[src/rtl/sc_unipolar_decoder.sv]
// Unipolar stochastic-to-binary decoder: counts ones over 2^LOG_LEN accepted
// samples after a start command and presents the scaled count on valid/ready.
//   state  | meaning
//   IDLE   | waiting for iStart
//   ACC    | counting accepted samples of the window
//   HOLD   | result on oValue, waiting for iReady
module sc_unipolar_decoder #(
  parameter int INWD    = 8,
  parameter int LOG_LEN = 8
) (
  input  logic            clk,
  input  logic            rst,
  input  logic            iStart,
  input  logic            iEn,
  input  logic            iBit,
  output logic            oBusy,
  output logic [INWD-1:0] oValue,
  output logic            oValid,
  input  logic            iReady
);

  typedef enum logic [1:0] {
    S_IDLE = 2'd0,
    S_ACC  = 2'd1,
    S_HOLD = 2'd2
  } state_t;

  localparam logic [LOG_LEN-1:0] SMP_ONE = LOG_LEN'(1);

  state_t             r_state;
  logic [LOG_LEN-1:0] r_smp;
  logic [LOG_LEN:0]   r_ones;

  logic [LOG_LEN:0]   w_sum;
  logic [INWD-1:0]    w_scaled;
  logic [INWD-1:0]    w_conv;
  logic               w_last;

  // The final sample is folded in on the same edge that loads oValue.
  assign w_sum    = r_ones + {{LOG_LEN{1'b0}}, iBit};
  assign w_scaled = INWD'(w_sum[LOG_LEN-1:0]) << (INWD - LOG_LEN);
  assign w_conv   = w_sum[LOG_LEN] ? {INWD{1'b1}} : w_scaled;
  assign w_last   = &r_smp;

  always_ff @(posedge clk) begin
    if (rst) begin
      r_state <= S_IDLE;
      r_smp   <= '0;
      r_ones  <= '0;
      oValue  <= '0;
      oValid  <= 1'b0;
      oBusy   <= 1'b0;
    end else begin
      case (r_state)
        S_IDLE: begin
          if (iStart) begin
            r_state <= S_ACC;
            r_smp   <= '0;
            r_ones  <= '0;
            oBusy   <= 1'b1;
          end
        end
        S_ACC: begin
          if (iStart) begin
            r_smp  <= '0;
            r_ones <= '0;
          end else if (iEn) begin
            if (w_last) begin
              r_state <= S_HOLD;
              r_smp   <= '0;
              r_ones  <= '0;
              oValue  <= w_conv;
              oValid  <= 1'b1;
              oBusy   <= 1'b0;
            end else begin
              r_smp  <= r_smp + SMP_ONE;
              r_ones <= w_sum;
            end
          end
        end
        S_HOLD: begin
          // iStart only counts once the result has been taken.
          if (iReady) begin
            oValid <= 1'b0;
            if (iStart) begin
              r_state <= S_ACC;
              r_smp   <= '0;
              r_ones  <= '0;
              oBusy   <= 1'b1;
            end else begin
              r_state <= S_IDLE;
            end
          end
        end
        default: begin
          r_state <= S_IDLE;
          oValid  <= 1'b0;
          oBusy   <= 1'b0;
        end
      endcase
    end
  end

endmodule

[config.mk]
export PLATFORM = sky130hd
export DESIGN_NAME = sc_unipolar_decoder
export DESIGN_NICKNAME = d
export VERILOG_FILES = /design/src/rtl/sc_unipolar_decoder.sv
export SDC_FILE = /design/constraint.sdc
export NUM_CORES = 1
export LEC_CHECK = 0
export CAP_MARGIN = 20
export CORE_UTILIZATION = 35
export CTS_BUF_LIST = sky130_fd_sc_hd__clkbuf_8
export DETAILED_ROUTE_END_ITERATION = 7
export GPL_ROUTABILITY_DRIVEN = 0
export PLACE_DENSITY = 0.63
export SLEW_MARGIN = 25
export SYNTH_ARGS = -nofsm -noshare
export SYNTH_HDL_FRONTEND = slang
export SYNTH_SLANG_ARGS = --single-unit
[constraint.sdc]
create_clock -name clk -period 1.6 [get_ports clk]
set_clock_uncertainty 0.1 [all_clocks]
set_input_delay 0.32 -clock clk [delete_from_list [all_inputs] [get_ports clk]]
set_output_delay 0.32 -clock clk [all_outputs]
set_load 0.1 [all_outputs]
**Yosys cells after proc, flatten, opt, wreduce, memory -nomap -nowiden**

Cells that the tools add are included.

- Bits in registers: 29
- Bits in latches: 0
- RAM bits: 0
- Bits in read-only memories: 0
- Output and inout bits: 10
- Logic and storage cells: 57
- Memories kept: 0

- $add $sub $neg: 2
- $mul: 0
- Div/mod/pow operators: 0
- Order comparisons: 0
- Equal/unequal tests: 8
- Shift operators: 0
- Mux-type cells: 31
- Bitwise logic cells: 2
- Reduce and logical (&&, ||, !) cells: 8

Operator list:

| kind | number |
|---|---|
| 2-to-1 mux 8 bit | 6 |
| 2-to-1 mux 9 bit | 5 |
| one-hot mux 9 bit (3 select lines) | 1 |
| one-hot mux 8 bit (3 select lines) | 1 |
| AND reduction 11 bit | 1 |
| 2-to-1 mux 1 bit | 10 |
| 2-to-1 mux 2 bit | 5 |
| != test 2 bit, second input constant | 5 |
| AND reduction 5 bit | 2 |
| adder 9 x 1 -> 9 bit | 1 |
| adder 8 x 1 -> 8 bit, second input constant | 1 |
| AND reduction 8 bit | 1 |
| one-hot mux 1 bit (3 select lines) | 2 |
| one-hot mux 2 bit (3 select lines) | 1 |
| AND reduction 4 bit | 1 |
| != test 3 bit, second input constant | 1 |
| AND reduction 3 bit | 1 |
| nonzero test 3 bit | 1 |
| == test 2 x 1 -> 1 bit, second input constant | 1 |
| == test 2 bit, second input constant | 1 |
| logical NOT 2 bit | 1 |
| inverter 1 bit | 2 |

**Depth between registers and ports, before layout**

Gate-level depths: netlist of the first run.

- Word-level depth: 5
- Mapped depth: 7

**Worst setup path before layout of the first run**

Ideal clock, no wire load.

- Kind: reg2reg
- Start: register r_ones[0]
- End: register oValue[0]
- Setup time: 0.080 ns
- Data arrival time: 1.540 ns
- Data required time: 1.420 ns
- Slack: -0.120 ns
- Stages on the path, launching flop included: 7
- Path buffers: 1
- Clock period less this slack: 1.720 ns
- Cell sequence: dfxtp_1 > ha_1 > nand2_2 > or4_1 > and3_1 > buf_6 > a211oi_2

- Word-level cells in the longest chain between the ends: 2

RTL lines:

| item | line | RTL |
|---|---|---|
| start, declared | 32 | `logic [LOG_LEN:0] r_ones;` |
| start signal, assigned | 77 | `r_ones <= w_sum;` |
| adder 9 x 1 -> 9 bit | 40 | `assign w_sum = r_ones + {{LOG_LEN{1'b0}}, iBit};` |
| 2-to-1 mux 8 bit | 42 | `assign w_conv = w_sum[LOG_LEN] ? {INWD{1'b1}} : w_scaled;` |
| end signal, assigned | 72 | `oValue <= w_conv;` |
| end, declared | 17 | `output logic [INWD-1:0] oValue,` |

Every way passes these cells.
A chain may end at the register's enable or synchronous reset.

**Worst setup path after layout of the first run**

- Start: input iBit
- End: register r_ones[8]

- Word-level cells in the longest chain between the ends: 5

RTL lines:

| item | line | RTL |
|---|---|---|
| start, declared | 15 | `input logic iBit,` |
| adder 9 x 1 -> 9 bit | 40 |  |
| 2-to-1 mux 9 bit | 68 | `if (w_last) begin` |
| 2-to-1 mux 9 bit | 67 | `end else if (iEn) begin` |
| 2-to-1 mux 9 bit | 64 | `if (iStart) begin` |
| one-hot mux 9 bit (3 select lines) | 54 | `case (r_state)` |

Every way passes these cells. The select of a mux whose other input is x is not followed.

==> flow_summary.yaml, run 1 <==
status:
  run_status: "finished, violations left"
  violations: "negative setup slack"
logic_synthesis:
  synth-compound-area-share_pct: 23.5
  syn_inst: 162
  synth_area_leaders: "dfxtp_1 41%, a211oi_2 7.0%, a21oi_1 6.0%, o21ai_0 4.6%, or3_1 3.9%"
  yosys.area.top_type: "dfxtp_1"
  netlist.area_leader.share_pct: 40.7
  synth_edf_count: 0
  synth_cell_type_count: 39
  synth_area_um2: 1430
  synthAdderAreaFrac_pct: 2.63
  yosys-top-cells-count: "29 x dfxtp_1, 17 x a21oi_1, 13 x o21ai_0"
  yosysSeqAreaShare_pct: 40.7
  ys_warn_count: 0
  yosys_register_bits: 29
  synthMuxAreaShare_pct: 0.702
  synth-xor-area-share_pct: 4.91
  synth.most_common_cell: "dfxtp_1"
  async_flop_share_pct: 0
  synth_nets: 171
  postSynthAreaPerCell_um2: 8.80
  synth_simple_gate_area_share_pct: 23.4
  synth_top_family_by_area: "compound AO/OA/AOI/OAI gates"
  synthFlopType: "dfxtp_1"
detailed_routing:
  wire_per_inst_um: 14.9
  routed-via-count: 1412
  vias_per_cell: 5.41
  drt_iter0_drc: 50
  first_pass_iters: 4
  drc: 0
  detail-route-antenna-nets: 0
  routed_wl_mm: 3.88
power:
  p_int_uw: 1220
  clock_power_share_pct: 41.7
  leakagePower_uw: 0.000815
  pwr-share-seq_pct: 46.2
  power.switching_uw: 384
  p_per_area_nw_per_um2: 706
  ir_worst_vdd_uv: 548
  swShare_pct: 24.0
  p_total_uw: 1600
  p_comb_share_pct: 12.1
clock_network:
  cts_tree: "yes"
  clk_latency_ns: 0.29
  cts-htree-levels: 2
  ctsLongestPathBuffers: 2
  cts_buffers: 5
  clkSinkCount: 29
  holdBufCountCts: 0
  clk_pin_slew_ns: 0.06
  cts_root_buf: "clkbuf_8"
critical_path:
  cpLargestDelayFamily: "simple AND/OR/NAND/NOR gates"
  critical_path_buf_inv_count: 1
  crit_cells: 6
  worstPathArrival_ns: 1.76
  worstSetupPathType: "primary input to flop"
  cp.required_ns: 1.72
  ff2ff_path_depth: 5
  cp-start-kind: "primary input"
  max_stage_delay_ns: 0.38
  crit_path_cell_trace: "clkdlybuf4s15_1, ha_4, nand2_4, or3_4, or3_4, a21oi_2"
  cp-end-kind: "flop"
  cpMostUsedCell: "or3_4"
  critPathMaxFanout: 4
  slowest_stage: "or3_4"
layout:
  drive_gt1_share_pct: 45.5
  nets: 221
  multi_input_area_um2: 920
  final-seq-area_um2: 601
  fill_cells: 306
  n_antenna_cell: 0
  syn_to_final_growth_pct: 59.0
global_routing:
  grt_pass1_vias: 1474
  grt_pass1_wl_mm: 6.40
  grt_start_max_net_pins: 14
  gr-total-overflow: 0
  antenna_found_initial: 0
  grtUsageTotal_pct: 19.4
run:
  max_cap_violations: 0
sta:
  rsz0062_at_grt: "true"
  setup_violations: 6
  fmaxAchievable_ghz: 0.610
  report.final.slew_viol_count: 0
  period_share_pct: 103
  worst_slew_pin_slew_ns: 0.280
  setup_ws_ns: -0.0405
  slew_headroom_pct: 81.2
  finalHoldViolations: 0
  period_needed_ns: 1.64
  fin_tns_setup_ns: -0.0803
die:
  ioPinCount: 16
  num_rows: 22
  die_w_um: 65.8
  fp.dieArea_um2: 4330
  start_util_pct: 37.8
  coreArea_um2: 3770
  die_y_um: 65.8
placement:
  portBuffers: 15
  dp_hpwl_mm: 2.58
worst_hold_path:
  whs_path_depth: 2
  min_path_type: "flop to flop"
==> worst reg2reg max path, delay by kind of cell (launching register included) <==
family	cells	cell delay [ns]
simple gates	3	0.82
flops	1	0.38
fa+ha+maj	1	0.15
compound gates	1	0.13
==> flip-flops by register name (all words and copies together) (netlist names) <==
signal,cells
oValue,8
r_ones,9
r_smp,8
r_state,2
oBusy,1
oValid,1
==> layout make-up <==
class,instances,share of cell area (%)
Clock buffer,7,4.25
Clock inverter,1,0.221
Inverter,4,0.662
Multi-Input combinational cell,121,40.5
Sequential cell,29,26.5
Tap cell,48,2.65
Timing Repair Buffer,51,25.2
==> stage by stage <==
| step | hold WS, ns | area [µm²] | setup WS (ns) | std cells | util, % |
|---|---|---|---|---|---|
| 6_report | 0.416 | 2270 | -0.0405 | 261 | 60.2 |
| 5_1_grt | 0.455 | 2270 | -0.0873 | 261 | 60.2 |
| 4_1_cts | 0.394 | 2180 | -0.0181 | 260 | 57.8 |
| 3_5_place_dp | 0.379 | 1980 | -0.693 | 249 | 52.5 |
| 3_3_place_gp | 0.370 | 1980 | -0.645 | 249 | 52.5 |
| 2_1_floorplan | 0.352 | 1450 | -0.0714 | 162 | - |
==> cells in the final DEF, fill, tap and decap left out, types with 2 or more instances in the layout <==
cell type / count
buf_4: 32
dfxtp_1: 19
a21oi_1: 14
o21ai_0: 13
nor2_1: 12
buf_12: 12
nand2_1: 9
a211oi_2: 8
or3_1: 7
clkbuf_8: 7
dfxtp_2: 7
xor2_1: 6
inv_1: 4
nand3_1: 4
and3_4: 3
nand4_1: 3
o31ai_1: 3
a21oi_2: 3
or3_4: 3
dfxtp_4: 3
xnor2_1: 2
or4_4: 2
or4_1: 2
nand3b_1: 2
ha_4: 2
clkdlybuf4s15_1: 2
dlygate4sd2_1: 2
==> repair_timing <==
item	CTS	global route
gates cloned	1	0
pin swaps	7	4
buffers inserted	2	1
endpoints found under the setup margin	24	17
resized for setup	19	24
==> layer usage <==
metal	vias up	wire, µm	GRT usage, %	share of wire (%)
li1	690	-	-	-
met1	697	1630	20.2	42
met2	20	2120	36.6	55
met3	5	96	5.00	2.5
met4	0	39	7.34	1.0
met5	-	0	0	0
==> kinds of logic (layout without fill, tap and decap cells) <==
| logic type | after synthesis | count (layout) |
|---|---|---|
| buffers and inverters | 12 | 63 |
| adder cells (fa/ha/maj) | 3 | 3 |
| AND/OR/NAND/NOR | 60 | 60 |
| XOR/XNOR | 8 | 8 |
| flip-flops | 29 | 29 |
| AO/OA/AOI/OAI | 49 | 49 |
| multiplexers | 1 | 1 |
==> path summary, 6_finish.rpt <==
kind	startpoint	to	slack, ns
setup / recovery	iBit	r_ones[8]$_SDFFE_PP0P_	-0.04
hold / removal	r_smp[7]$_SDFFE_PP0P_	r_smp[7]$_SDFFE_PP0P_	0.42
setup reg to reg	r_ones[0]$_SDFFE_PP0P_	r_ones[8]$_SDFFE_PP0P_	-0.04
hold reg to reg	r_smp[7]$_SDFFE_PP0P_	r_smp[7]$_SDFFE_PP0P_	0.42
==> power groups by stage <==
stage	Clock [µW]	Sequential [µW]	Combinational [µW]
CTS	676	739	187
global route	719	739	206
detailed placement	0	754	163
floorplan	0	769	63.3
finish	668	739	194
global placement	0	754	157
No activity file was read; power rests on OpenSTA's default activity.
==> run 2, diff against run 1 <==
Settings changed: SLEW_MARGIN 25 to 10.
==> results of run 2 <==
Final layout, timing and power as in run 1 (identical DEF).
==> run 3, diff against run 2 <==
Settings changed: CORE_ASPECT_RATIO from default to 1.2, TNS_END_PERCENT from default to 30.
==> flow_summary.yaml, run 3 (synthesis results as in run 1) <==
status:
  run_status: "finished, violations left"
  violations: "negative setup slack"
layout:
  drive_gt1_share_pct: 42.0
  top_register: "r_ones"
  n_antenna_cell: 0
  largest_registers: "r_ones: 9 flops, oValue: 8 flops, r_smp: 8 flops"
  layout_common_cells: "30 x buf_4, 26 x dfxtp_1, 14 x a21oi_1, 13 x o21ai_0"
  syn_to_final_growth_pct: 58.3
  fill_cells: 331
  final_cells: 266
  nets: 220
  layout_commonest_cell: "buf_4"
  largest_reg_flops: 9
sta:
  rsz0062_at_grt: "true"
  period_share_pct: 102
  finalHoldViolations: 0
  setup_violations: 10
  setup_ws_ns: -0.0382
  fmaxAchievable_ghz: 0.610
  report.final.slew_viol_count: 0
  worst_slew_pin_slew_ns: 0.290
  period_needed_ns: 1.64
  slew_headroom_pct: 80.5
worst_hold_path:
  min_path_type: "flop to flop"
  min_from: "r_smp[7]$_SDFFE_PP0P_"
die:
  coreArea_um2: 3910
  start_util_pct: 36.5
  ioPinCount: 16
  die_w_um: 60.3
  fp.dieArea_um2: 4340
  die_y_um: 71.9
  num_rows: 25
clock_network:
  clk_pin_slew_ns: 0.07
  clkSinkCount: 29
  clk_latency_ns: 0.28
  cts_buffers: 5
  cts-htree-levels: 2
  ctsLongestPathBuffers: 2
  cts_root_buf: "clkbuf_8"
  cts_tree: "yes"
placement:
  placed_cells: 253
  dp_hpwl_mm: 2.49
  portBuffers: 15
  pre_cts_slack_ns: -0.719
power:
  pwr-share-seq_pct: 45.9
  ir_worst_vdd_uv: 433
  leakagePower_uw: 0.000826
  p_int_uw: 1230
  swShare_pct: 23.8
  p_per_area_nw_per_um2: 715
  clock_power_share_pct: 41.2
  power.switching_uw: 383
  p_comb_share_pct: 12.9
global_routing:
  gr-usage-met3_pct: 4.99
  grt_pass1_vias: 1375
  grt_pass1_wl_mm: 5.80
  use_met2_pct: 31.0
  antenna_found_initial: 0
  use_met1_pct: 19.2
  gr-total-overflow: 0
  grt_start_max_net_pins: 14
  grtUsageTotal_pct: 17.8
  top_usage_layer: "met2"
critical_path:
  ff2ff_path_depth: 4
  r2r-start: "r_ones[2]$_SDFFE_PP0P_"
  cp-start-kind: "flop"
  cp.required_ns: 1.73
  r2r_setup_slack_ns: -0.04
  crit_end: "r_ones[8]$_SDFFE_PP0P_"
  worstSetupPathType: "flop to flop"
  worstPathArrival_ns: 1.77
  r2r_end: "r_ones[8]$_SDFFE_PP0P_"
  startpoint: "r_ones[2]$_SDFFE_PP0P_"
  cp-end-kind: "flop"
  critPathMaxFanout: 4
detailed_routing:
  detail-route-antenna-nets: 0
  vias_per_cell: 5.20
  routed-via-count: 1382
  drc: 0
  drt_iter0_drc: 73
  routed_wl_mm: 3.72
  wire_per_inst_um: 14.0
  first_pass_iters: 4
run:
  max_cap_violations: 0
## run 3: cell count changes in the layout (fill, tap and decap cells not counted), moves of 2 or more
| cell | change |
|---|---|
| dfxtp_4 | -2 |
| clkdlybuf4s15_1 | -2 |
| dfxtp_2 | -5 |
| or3_4 | -2 |
| buf_4 | -2 |
| dfxtp_1 | +7 |
## run 3: worst max-delay path, stage by stage, from the launching register on
cell     delay (ns)
dfxtp_1        0.41
nand4_1        0.17
or3_2          0.45
or3_1          0.33
a21oi_2        0.11
## run 3: repair_timing
action / CTS / global route
endpoints found under the hold margin: 0 / 0
pin swaps: 8 / 9
gates resized for setup: 13 / 21
hold buffers: 0 / 0
endpoints found under the setup margin: 24 / 27
buffers inserted: 1 / 1
cloned: 2 / 1
## run 3: power groups by stage
stage	logic, µW	clock network [µW]	registers (µW)
6_report	208	665	741
4_1_cts	191	692	739
3_5_place_dp	156	0	753
2_1_floorplan	62.8	0	769
3_3_place_gp	152	0	753
5_1_grt	221	709	741
## run 3: how the worst min path moves through the flow
stage | slack (ns) | cells past startpoint | to
6_report | 0.39 | 2 | r_smp[7]$_SDFFE_PP0P_
5_1_grt | 0.43 | 2 | r_smp[7]$_SDFFE_PP0P_
4_1_cts | 0.39 | 2 | r_smp[7]$_SDFFE_PP0P_
3_5_place_dp | 0.38 | 2 | r_smp[7]$_SDFFE_PP0P_
3_3_place_gp | 0.37 | 2 | r_smp[7]$_SDFFE_PP0P_
2_1_floorplan | 0.35 | 2 | r_smp[1]$_SDFFE_PP0P_
## run 3: layout make-up
class,instances,area (µm²),area share (%)
Clock buffer,7,96.3,4.27
Sequential cell,29,587,26.0
Clock inverter,1,5.00,0.222
Inverter,4,15.0,0.665
Timing Repair Buffer,50,583,25.8
Multi-Input combinational cell,121,905,40.1
Tap cell,54,67.6,2.99
## run 3: per-stage QoR
step	util, %	setup TNS (ns)	hold WS [ns]	power, µW	cell area (µm²)
after global routing	57.8	-0.765	0.434	1670	2260
final	57.8	-0.173	0.388	1610	2260
after CTS	55.7	-0.318	0.392	1620	2180
after detailed placement	50.5	-13.30	0.381	909	1970
after global placement	50.5	-12.32	0.369	905	1970
after floorplan	-	-0.646	0.352	831	1450
## run 3: layer usage
layer / wire (µm) / up-vias / share of wire [%]
li1: - / 690 / -
met1: 1570 / 665 / 42
met2: 2000 / 21 / 54
met3: 75 / 6 / 2.0
met4: 75 / 0 / 2.0
met5: 0 / - / 0
